[config.mk]
export PLATFORM = sky130hd
export DESIGN_NAME = mcdt_arbiter
export DESIGN_NICKNAME = d
export VERILOG_FILES = /design/src/rtl/mcdt_pkg.sv /design/src/rtl/mcdt_rr_pick.sv /design/src/rtl/mcdt_arbiter.sv
export SDC_FILE = /design/constraint.sdc
export NUM_CORES = 1
export LEC_CHECK = 0
export CAP_MARGIN = 20
export CORE_MARGIN = 5
export CORE_UTILIZATION = 35
export DETAILED_ROUTE_END_ITERATION = 16
export GPL_TIMING_DRIVEN = 0
export PLACE_DENSITY = 0.74
export SYNTH_ARGS = -nofsm -noshare
export SYNTH_HDL_FRONTEND = slang
export SYNTH_SLANG_ARGS = --single-unit
[constraint.sdc]
create_clock -name clk_i -period 2.45 [get_ports clk_i]
set_clock_uncertainty 0.1 [all_clocks]
set_input_delay 0.3675 -clock clk_i [delete_from_list [all_inputs] [get_ports clk_i]]
set_output_delay 0.3675 -clock clk_i [all_outputs]
set_load 0.03 [all_outputs]
[src/rtl/mcdt_pkg.sv]
// Shared types and constants for the mcdt output-side scheduler.
package mcdt_pkg;
  typedef logic [1:0] chid_t;
  typedef enum logic {ARB, XFER} arb_state_e;

  localparam int MCDT_DW  = 32;
  localparam int MCDT_NCH = 3;

  localparam logic PRIO_RR    = 1'b0;
  localparam logic PRIO_FIXED = 1'b1;
endpackage

[src/rtl/mcdt_rr_pick.sv]
// Combinational channel picker: first eligible channel from a start index,
// rotating (round-robin) or pinned at 0 (fixed priority).
module mcdt_rr_pick
  import mcdt_pkg::*;
#(
  parameter int NCH = MCDT_NCH
) (
  input  logic [NCH-1:0] elig,
  input  chid_t          rr_ptr,
  input  logic           prio_mode,
  output chid_t          grant,
  output logic           any_elig
);
  always_comb begin
    int k;
    int start;
    grant    = '0;
    any_elig = 1'b0;
    k        = 0;
    start    = (prio_mode == PRIO_FIXED) ? 0 : int'(rr_ptr);
    for (int i = 0; i < NCH; i++) begin
      k = (start + i) % NCH;
      if (!any_elig && elig[k]) begin
        any_elig = 1'b1;
        grant    = chid_t'(k);
      end
    end
  end
endmodule

[src/rtl/mcdt_arbiter.sv]
// Shares the mcdt output port between NCH FWFT channel FIFOs, granting one
// channel at a time for a burst and registering the popped beats.
module mcdt_arbiter
  import mcdt_pkg::*;
#(
  parameter int DW  = MCDT_DW,
  parameter int NCH = MCDT_NCH,
  parameter int BLW = 3
) (
  input  logic              clk_i,
  input  logic              rst_i,
  input  logic [NCH-1:0]    req_i,
  input  logic [NCH*DW-1:0] data_i,
  input  logic [NCH-1:0]    en_i,
  input  logic              prio_mode_i,
  input  logic [BLW-1:0]    burst_len_i,
  output logic [NCH-1:0]    ack_o,
  output logic [DW-1:0]     mcdt_data_o,
  output logic              mcdt_val_o,
  output chid_t             mcdt_id_o,
  output logic              busy_o
);
  localparam logic [BLW:0] ONE = (BLW+1)'(1);

  arb_state_e     state, state_nx;
  chid_t          g, pick, rr_ptr;
  logic           any_elig, ack_any, last;
  logic [NCH-1:0] elig;
  logic [BLW:0]   count, blen;

  assign elig = req_i & en_i;

  mcdt_rr_pick #(.NCH(NCH)) u_pick (
    .elig      (elig),
    .rr_ptr    (rr_ptr),
    .prio_mode (prio_mode_i),
    .grant     (pick),
    .any_elig  (any_elig)
  );

  // Pop only the granted channel, and only while it still has data and is enabled.
  assign ack_any = !rst_i && (state == XFER) && elig[g];
  assign last    = ack_any && ((count + ONE) == blen);
  assign busy_o  = (state == XFER);

  always_comb begin
    ack_o = '0;
    if (ack_any) ack_o[g] = 1'b1;
  end

  always_comb begin
    state_nx = state;
    case (state)
      ARB:     if (any_elig) state_nx = XFER;
      XFER:    if (!ack_any || last) state_nx = ARB;
      default: state_nx = ARB;
    endcase
  end

  always_ff @(posedge clk_i) begin
    if (rst_i) begin
      state  <= ARB;
      g      <= '0;
      count  <= '0;
      blen   <= ONE;
      rr_ptr <= '0;
    end else begin
      state <= state_nx;
      if (state == ARB && any_elig) begin
        g     <= pick;
        blen  <= (burst_len_i == '0) ? ONE : {1'b0, burst_len_i};
        count <= '0;
      end else if (ack_any) begin
        count <= count + ONE;
      end
      // Pointer advances on every release, even in fixed-priority mode.
      if (state == XFER && state_nx == ARB)
        rr_ptr <= (g == chid_t'(NCH-1)) ? '0 : g + 2'd1;
    end
  end

  always_ff @(posedge clk_i) begin
    if (rst_i) begin
      mcdt_val_o  <= 1'b0;
      mcdt_data_o <= '0;
      mcdt_id_o   <= '0;
    end else begin
      mcdt_val_o <= ack_any;
      if (ack_any) begin
        mcdt_data_o <= data_i[int'(g)*DW +: DW];
        mcdt_id_o   <= g;
      end
    end
  end
endmodule

Yosys cells after proc, flatten, opt, wreduce, memory -nomap -nowiden
Index checks and enable logic that the tools add are counted.
Widths: inputs -> output; s select.
Cells by class
  add/subtract/negate cells: 4
  multiply operators: 0
  div/mod/pow operators: 3
  $lt $le $gt $ge: 5
  eq/ne operators: 2
  shifts and indexed selects: 1
  multiplexer cells: 26
  bitwise gates (word level): 3
  reductions and logical operators: 15
Operators with widths (number)
  $lt 32x4->1 const B: 3
  $mod 32x3->32 const B: 3
  $shiftx 96x8->32: 1
  $add 32x2->32 const B: 1
  $add 32x3->32 const B: 1
  $mux 1: 13
  $mux 2: 5
  $bmux 1 s2: 4
  $logic_and 1x1->1: 8
  $mux 3: 2
  $add 4x1->4 const B: 1
  $eq 4x4->1: 1
  $logic_not 1->1: 4
  $and 3x3->3: 1
  $logic_not 3->1: 1
  $lt 2x3->1 const B: 1
  $add 2x1->2 const B: 1
  $demux 1 s2: 1
  $eq 2x2->1 const B: 1
  $ge 2x1->1 const B: 1
  $not 1->1: 2
  $pmux 1 s2: 1
  $reduce_or 2->1: 1
  $logic_or 1x1->1: 1
Word-level totals
  register bits after elaboration: 48
  bits in latches: 0
  RAM bits: 0
  ROM bits: 0
  input port bits: 108
  output and inout bits: 39
  word-level logic and storage cells: 67
  memories: 0

Depth between registers and ports, before layout
Gate-level depths: netlist of run 1.
  depth in word-level cells: 16
  mapped depth: 8
  mapped depth without buffers: 8

Hierarchy
A second synthesis of run 1 with hierarchy kept.
Unflattened totals
  cell total of the unflattened synthesis: 325
  area total of the unflattened synthesis: 2660.1 um^2
By module, submodules not included
  mcdt_arbiter: times used 1, cells each 289, area an instance 2428.6 um^2, seq. area each 940.9 um^2
  mcdt_rr_pick: times used 1, cells each 36, area an instance 231.5 um^2, seq. area each 0.0 um^2

Least setup slack after synthesis of run 1
OpenSTA, ideal clock, no wires.
  path kind: reg-to-output
  start point: register g[0]
  end point: output port ack_o[0]
  data arrival time: 2.105 ns
  data required time: 1.982 ns
  slack: -0.122 ns
  stages on the path, launching flop included: 6
  buffers on the path: 2
  path through: dfxtp_1 > clkbuf_1 > nand4bb_1 > a311oi_4 > buf_2 > nor3b_1
Between the ends
  cells in the longest elaborated chain, start to end: 5
  elaborated cells between the ends (all ways): 9
  those cells by class: order compare (2); mux (5); reduce/logical (2)
Ends and longest elaborated chain
  start: declaration: RTL line mcdt_arbiter.sv:26  | chid_t g, pick, rr_ptr;
  start signal: assignment: RTL line mcdt_arbiter.sv:70  | g <= pick;
  $lt 2x3->1 (not written as such) / $ge 2x1->1 (equally long branches): RTL line mcdt_arbiter.sv:48  | if (ack_any) ack_o[g] = 1'b1;
  $logic_and 1x1->1 (not written as such): RTL line mcdt_arbiter.sv:48
  $mux 1 (not written as such): RTL line mcdt_arbiter.sv:48
  $demux 1 s2: RTL line mcdt_arbiter.sv:48
  $mux 3 *: RTL line mcdt_arbiter.sv:48
  end: declaration: RTL line mcdt_arbiter.sv:17  | output logic [NCH-1:0] ack_o,
Mark *: on every way between the ends. The rest lies on a longest branch, timed or not. The select of a mux whose other input is x is not followed.

Worst setup path in the final report of run 1
  start point: input port prio_mode_i
  end point: register g[1]
Between the ends
  cells in the longest elaborated chain, start to end: 13
  elaborated cells between the ends (all ways): 26
  those cells by class: add/sub (2); div (3); mux (16); reduce/logical (5)
Ends and longest elaborated chain
  start: declaration: RTL line mcdt_arbiter.sv:15  | input logic prio_mode_i,
  $mux 2 *: RTL line mcdt_rr_pick.sv:20  | start = (prio_mode == PRIO_FIXED) ? 0 : int'(rr_ptr);
  parallel branches: the longest is 12 deep, another holds $add 32x2->32
Mark *: on every way between the ends. The select of a mux whose other input is x is not followed.
A chain may end at the register's enable or synchronous reset.

==> results of run 1 <==
==> layer usage <==
layer,global-route usage,vias to the layer above,share of wire
met4,0.0522,0,0.013
met5,0,-,0
met3,0.0675,7,0.071
met1,0.216,1298,0.42
li1,-,1465,-
met2,0.330,82,0.50
==> kinds of logic after synthesis <==
group	after synthesis	synth area share
multiplexers	48	0.180
AO/OA/AOI/OAI	76	0.189
XOR/XNOR	8	0.0263
flip-flops	47	0.353
adder cells (fa/ha/maj)	3	0.0141
buffers and inverters	27	0.0422
AND/OR/NAND/NOR	113	0.196
==> through the flow <==
step / util / power (mW) / std cells
5_1_grt: 0.599 / 2.14 / 580
3_5_place_dp: 0.581 / 1.57 / 567
6_report: 0.599 / 2.01 / 580
4_1_cts: 0.597 / 2.03 / 580
2_1_floorplan: - / 1.25 / 322
3_3_place_gp: 0.581 / 1.56 / 567
==> report_power, final <==
group,total (mW),switching (mW),internal (mW)
logic,0.732,0.358,0.374
clock network,0.446,0.245,0.201
registers,0.833,0.0314,0.802
==> how the worst min path moves through the flow <==
stage	slack, ps	cells after the start	to	start
after CTS	390	2	blen[2]	blen[2]
after global placement	370	2	mcdt_data_o[24]	mcdt_data_o[24]
after global routing	420	2	blen[2]	blen[2]
after floorplan	360	2	blen[1]	blen[1]
after detailed placement	380	2	blen[2]	blen[2]
final	390	2	blen[2]	blen[2]
==> timing repair <==
action / 4_1_cts / 5_1_grt
resized for setup: 26 / 2
pin swaps: 5 / 0
cloned: 1 / 0
endpoints found under the hold margin: 0 / 0
endpoints found under the setup margin: 11 / 1
setup buffers: 5 / 0
==> Yosys cell counts, drive strengths merged <==
master,number
nand4b,4
nor2b,2
a21bo,2
o41ai,2
a21oi,28
xnor2,5
clkbuf,16
nor3,7
dfxtp,47
a311oi,2
nor2,60
nand3b,2
o311ai,1
o221a,1
a211oi,21
mux2i,48
a21boi,1
nand2,18
o21ai,13
nand4,1
or2,2
o211ai,2
a211o,2
a221oi,1
nand2b,2
nand3,6
xor2,3
nand4bb,1
inv,3
and2,3
nor3b,3
or3b,2
ha,3
buf,8
==> worst max-delay path, cell delays in order <==
cell and delay, ps:
clkdlybuf4s50_1 470, nand2b_4 170, ha_1 320, or2_2 320
o211ai_1 170, buf_4 160, o21ai_2 90, a211o_1 270
a21oi_1 140
==> registers in the layout, indices dropped and copies added, names as in the netlist <==
name         flops
g                2
mcdt_data_o     32
busy_o           1
mcdt_id_o        2
count            4
mcdt_val_o       1
rr_ptr           2
blen             3
==> layout make-up <==
type,instances,share of cell area
multi-input combinational,249,0.373
inverter,3,0.00257
buffer,23,0.0237
clock inverter,1,0.00114
sequential,47,0.215
tap,99,0.0282
timing repair buffer,151,0.339
clock buffer,7,0.0174
==> flow_metrics.tcl, run 1 <==
set metrics [dict create \
    cts-htree-levels 2 \
    cts-root-buf "clkbuf_8" \
    slew_violations 0 \
    synth.area.top_cells "dfxtp_1, mux2i_1, nor2_1" \
    via_count 2852 \
    holdWs_ps 392 \
    hold_viol 0 \
    dieArea_sq_um 9470 \
    clock_sink_count 47 \
    synth_largest_area_cell "dfxtp_1" \
    regArea_sq_um 942 \
    r2r_setup_slack_ps 300 \
    rsz0062_at_grt "no" \
    overflow 0 \
    setup_viol 0 \
    worstMarginPinSlew_ps 640 \
    dieHeight_microns 97.3 \
    cts_tree "yes" \
    yosys_warnings 0 \
    drc 0 \
    period_share 0.963 \
    r2r-start "rr_ptr[0]" \
    nNetsFinal 591 \
    reg2reg_depth 9 \
    placed_area_sq_um 4260 \
    drt_iter0_drc 69 \
    required_ps 2570 \
    drive_gt1_frac 0.0686 \
    power_density_nw_per_um2 458 \
    areaGrowthSynthToFinish_pct 64.5 \
    initial_core_util 0.364 \
    crit_type "input port to register" \
    layout_common_cells "clkdlybuf4s50_1, nor2_1, mux2i_1" \
    synth_seq_area_share 0.353 \
    synth_cell_types 39 \
    crit_fanout 5 \
    rows 31 \
    grt_pass1_wl_mm 14.6 \
    cp.arrival_ps 2480 \
    place.gp.congestion 0.832 \
    min_period_ps 2360 \
    setup_tns_ps 0 \
    ant_nets 0 \
    max_cap_viol_count 0 \
    startpoint "prio_mode_i" \
    cts_hold_buf 0 \
    first_global_vias 3049 \
    fillerInstances 664 \
    final_common_cell "clkdlybuf4s50_1" \
    io_buffer_count 146 \
    io_pins 147 \
    clock_latency_ps 290 \
    vias_per_cell 4.92 \
    yosysTopAreaCellShare 0.353 \
    final_cell_area_sq_um 4390 \
    wirelength_mm 8.96 \
    clkSlewWorstSetupHoldPaths_ps 80 \
    status "finished clean" \
    ctsLongestPathBuffers 2 \
    fin_ws_ps 91.1 \
    max-slew-margin-rel 0.573 \
    drt_first_pass_iters 4 \
    end_kind "register" \
    r2r-end "g[1]" \
    crit_end "g[1]" \
    dp_hpwl_mm 7.10 \
    multiInputGateArea_sq_um 1640 \
    max_freq_ghz 0.424 \
    startpoint_type "input port" \
    syn_inst 322 \
    core_area_sq_um 7330 \
    peakVddDrop_mv 0.270 \
    synth-seq-cells 47 \
    postSynthAreaPerCell_sq_um 8.28 \
    die_w_microns 97.3 \
    synth_area_sq_um 2670 \
    track_usage 0.188 \
    numCtsBuffers 5 \
    num_antenna_cells 0 \
    antenna_found_initial 0 \
    post_drt_wl_per_cell_microns 15.4 \
    synth_nets 433 \
    dp_slack_ps -901 \
    hold_path_class "register to register" \
    p_leak_nw 1.54 \
    grt_max_degree 14 \
]
Note: power is estimated with default switching activity, not from simulation.
==> run 2: changes to the inputs <==
--- a/config.mk
+++ b/config.mk
@@ -10,7 +10,7 @@
 export CORE_UTILIZATION = 35
 export DETAILED_ROUTE_END_ITERATION = 16
 export GPL_TIMING_DRIVEN = 0
-export PLACE_DENSITY = 0.74
+export PLACE_DENSITY = 0.77
 export SYNTH_ARGS = -nofsm -noshare
 export SYNTH_HDL_FRONTEND = slang
 export SYNTH_SLANG_ARGS = --single-unit
==> constraint.sdc (replaced) <==
create_clock -name clk_i -period 2 [get_ports clk_i]
set_clock_uncertainty 0.1 [all_clocks]
set_input_delay 0.3 -clock clk_i [delete_from_list [all_inputs] [get_ports clk_i]]
set_output_delay 0.3 -clock clk_i [all_outputs]
set_load 0.03 [all_outputs]
==> flow_metrics.tcl, run 2 (same netlist as run 1, synthesis figures left out) <==
set metrics [dict create \
    top_regs "mcdt_data_o: 32 flops, count: 4 flops, blen: 3 flops" \
    numCtsBuffers 5 \
    crit_chain "nand4bb_4 -> a311oi_4 -> buf_6 -> nor3b_4 -> buf_6" \
    clock_latency_ps 300 \
    min_period_ps 2150 \
    die_w_microns 97.3 \
    rsz0062_at_grt "yes" \
    setup_viol 6 \
    drc 0 \
    startpoint "g[0]" \
    io_pins 147 \
    drt_iter0_drc 66 \
    dieArea_sq_um 9470 \
    cp.arrival_ps 1750 \
    clock_sink_count 47 \
    startpoint_type "register" \
    final_common_cell "clkdlybuf4s50_1" \
    hold_viol 0 \
    fin_cells 591 \
    antenna_found_initial 0 \
    power_switching_mw 0.855 \
    dieHeight_microns 97.3 \
    track_usage 0.192 \
    crit_top_cell "buf_6" \
    power_density_nw_per_um2 546 \
    layout_common_cells "clkdlybuf4s50_1, nor2_1, mux2i_1" \
    cts-root-buf "clkbuf_8" \
    core_area_sq_um 7330 \
    first_global_vias 3077 \
    p_int_mw 1.76 \
    end_kind "output pin" \
    pwr-share-seq 0.389 \
    overflow 0 \
    period_share 1.08 \
    ant_nets 0 \
    fin_ws_ps -154 \
    initial_core_util 0.364 \
    r2r-start "g[0]" \
    top_register "mcdt_data_o" \
    post_drt_wl_per_cell_microns 16.3 \
    cts_tree "yes" \
    io_buffer_count 146 \
    drive_gt1_frac 0.159 \
    dp_cells 567 \
    max_freq_ghz 0.464 \
    clkSlewWorstSetupHoldPaths_ps 90 \
    power.share.clock 0.219 \
    areaGrowthSynthToFinish_pct 79.4 \
    power_frac_comb 0.391 \
    place.gp.congestion 0.809 \
    via_count 2982 \
    dp_hpwl_mm 7.21 \
    dp_slack_ps -1130 \
    ctsLongestPathBuffers 2 \
    crit_fanout 4 \
    cts-htree-levels 2 \
    max-slew-margin-rel 0.601 \
    required_ps 1600 \
    nNetsFinal 602 \
    vias_per_cell 5.05 \
    cp_slowest_cell "a311oi_4" \
    max_stage_delay_ps 390 \
    hold_path.startpoint "mcdt_data_o[0]" \
    drt_first_pass_iters 4 \
    grt_pass1_wl_mm 15.0 \
    rows 31 \
    p_leak_nw 1.71 \
    peakVddDrop_mv 0.300 \
    status "finished, violations left" \
    violations "setup timing" \
    crit_type "register to output pin" \
    largest_reg_flops 32 \
    hold_path_class "register to register" \
    worstMarginPinSlew_ps 598 \
    wirelength_mm 9.65 \
    slew_violations 0 \
    max_cap_viol_count 0 \
    num_antenna_cells 0 \
    sw_frac_of_total 0.327 \
    grt_max_degree 15 \
]
## run 2: power groups by stage
stage          clock network, mW  registers, mW  logic [mW]
2_1_floorplan                  0           1.08       0.451
3_3_place_gp                   0           1.03       0.883
3_5_place_dp                   0           1.03       0.897
4_1_cts                    0.577           1.01       0.973
5_1_grt                    0.616           1.02        1.11
6_report                   0.573           1.02        1.02
## run 2: metrics by stage
step                      TNS, ps  total power [mW]  cell area (sq um)  hold WS (ps)   util
after floorplan                 0              1.53               2690           355      -
after global placement     -25380              1.91               4280           373  0.583
after detailed placement   -25250              1.93               4280           381  0.583
after CTS                    -590              2.56               4560           398  0.623
after global routing        -2110              2.75               4790           422  0.653
final                        -443              2.61               4790           397  0.653
## run 2: layout make-up
class                   instances  area, sq um
repair buffers                163         1680
flip-flops and latches         47          948
clock inverters                 2         12.5
plain buffers                  22          145
multi-input cells             249         1790
well taps                      99          124
clock buffers                   6         72.6
inverters                       3         13.8
fillers                       590         2540
## run 2: per-layer routing
layer  routed length (microns)  global-route usage  up-vias
li1                          -                   -     1491
met1                      3760               0.210     1401
met2                      5210               0.360       80
met3                       538              0.0574       10
met4                       137              0.0479        0
met5                         0                   0        -
## run 2: worst paths after layout
kind / to / slack (ps) / depth (start not counted)
worst max-delay path: ack_o[0] / -150 / 5
worst min register to register: mcdt_data_o[0] / 400 / 2
worst max register to register: count[1] / -40 / 8
worst min-delay path: mcdt_data_o[0] / 400 / 2
## run 2: timing repair
action | in CTS | in global routing
cloned | 1 | 4
pin swaps | 11 | 18
hold buffers | 0 | 0
gates resized for setup | 59 | 31
buffers inserted | 9 | 4
endpoints found under the setup margin | 49 | 43
## run 2: critical path, delay by kind of cell (launching register included)
| kind | cells | cell delay [ps] |
|---|---|---|
| AND/OR/NAND/NOR | 2 | 410 |
| buffers and inverters | 2 | 320 |
| AO/OA/AOI/OAI | 1 | 390 |
| flip-flops | 1 | 340 |
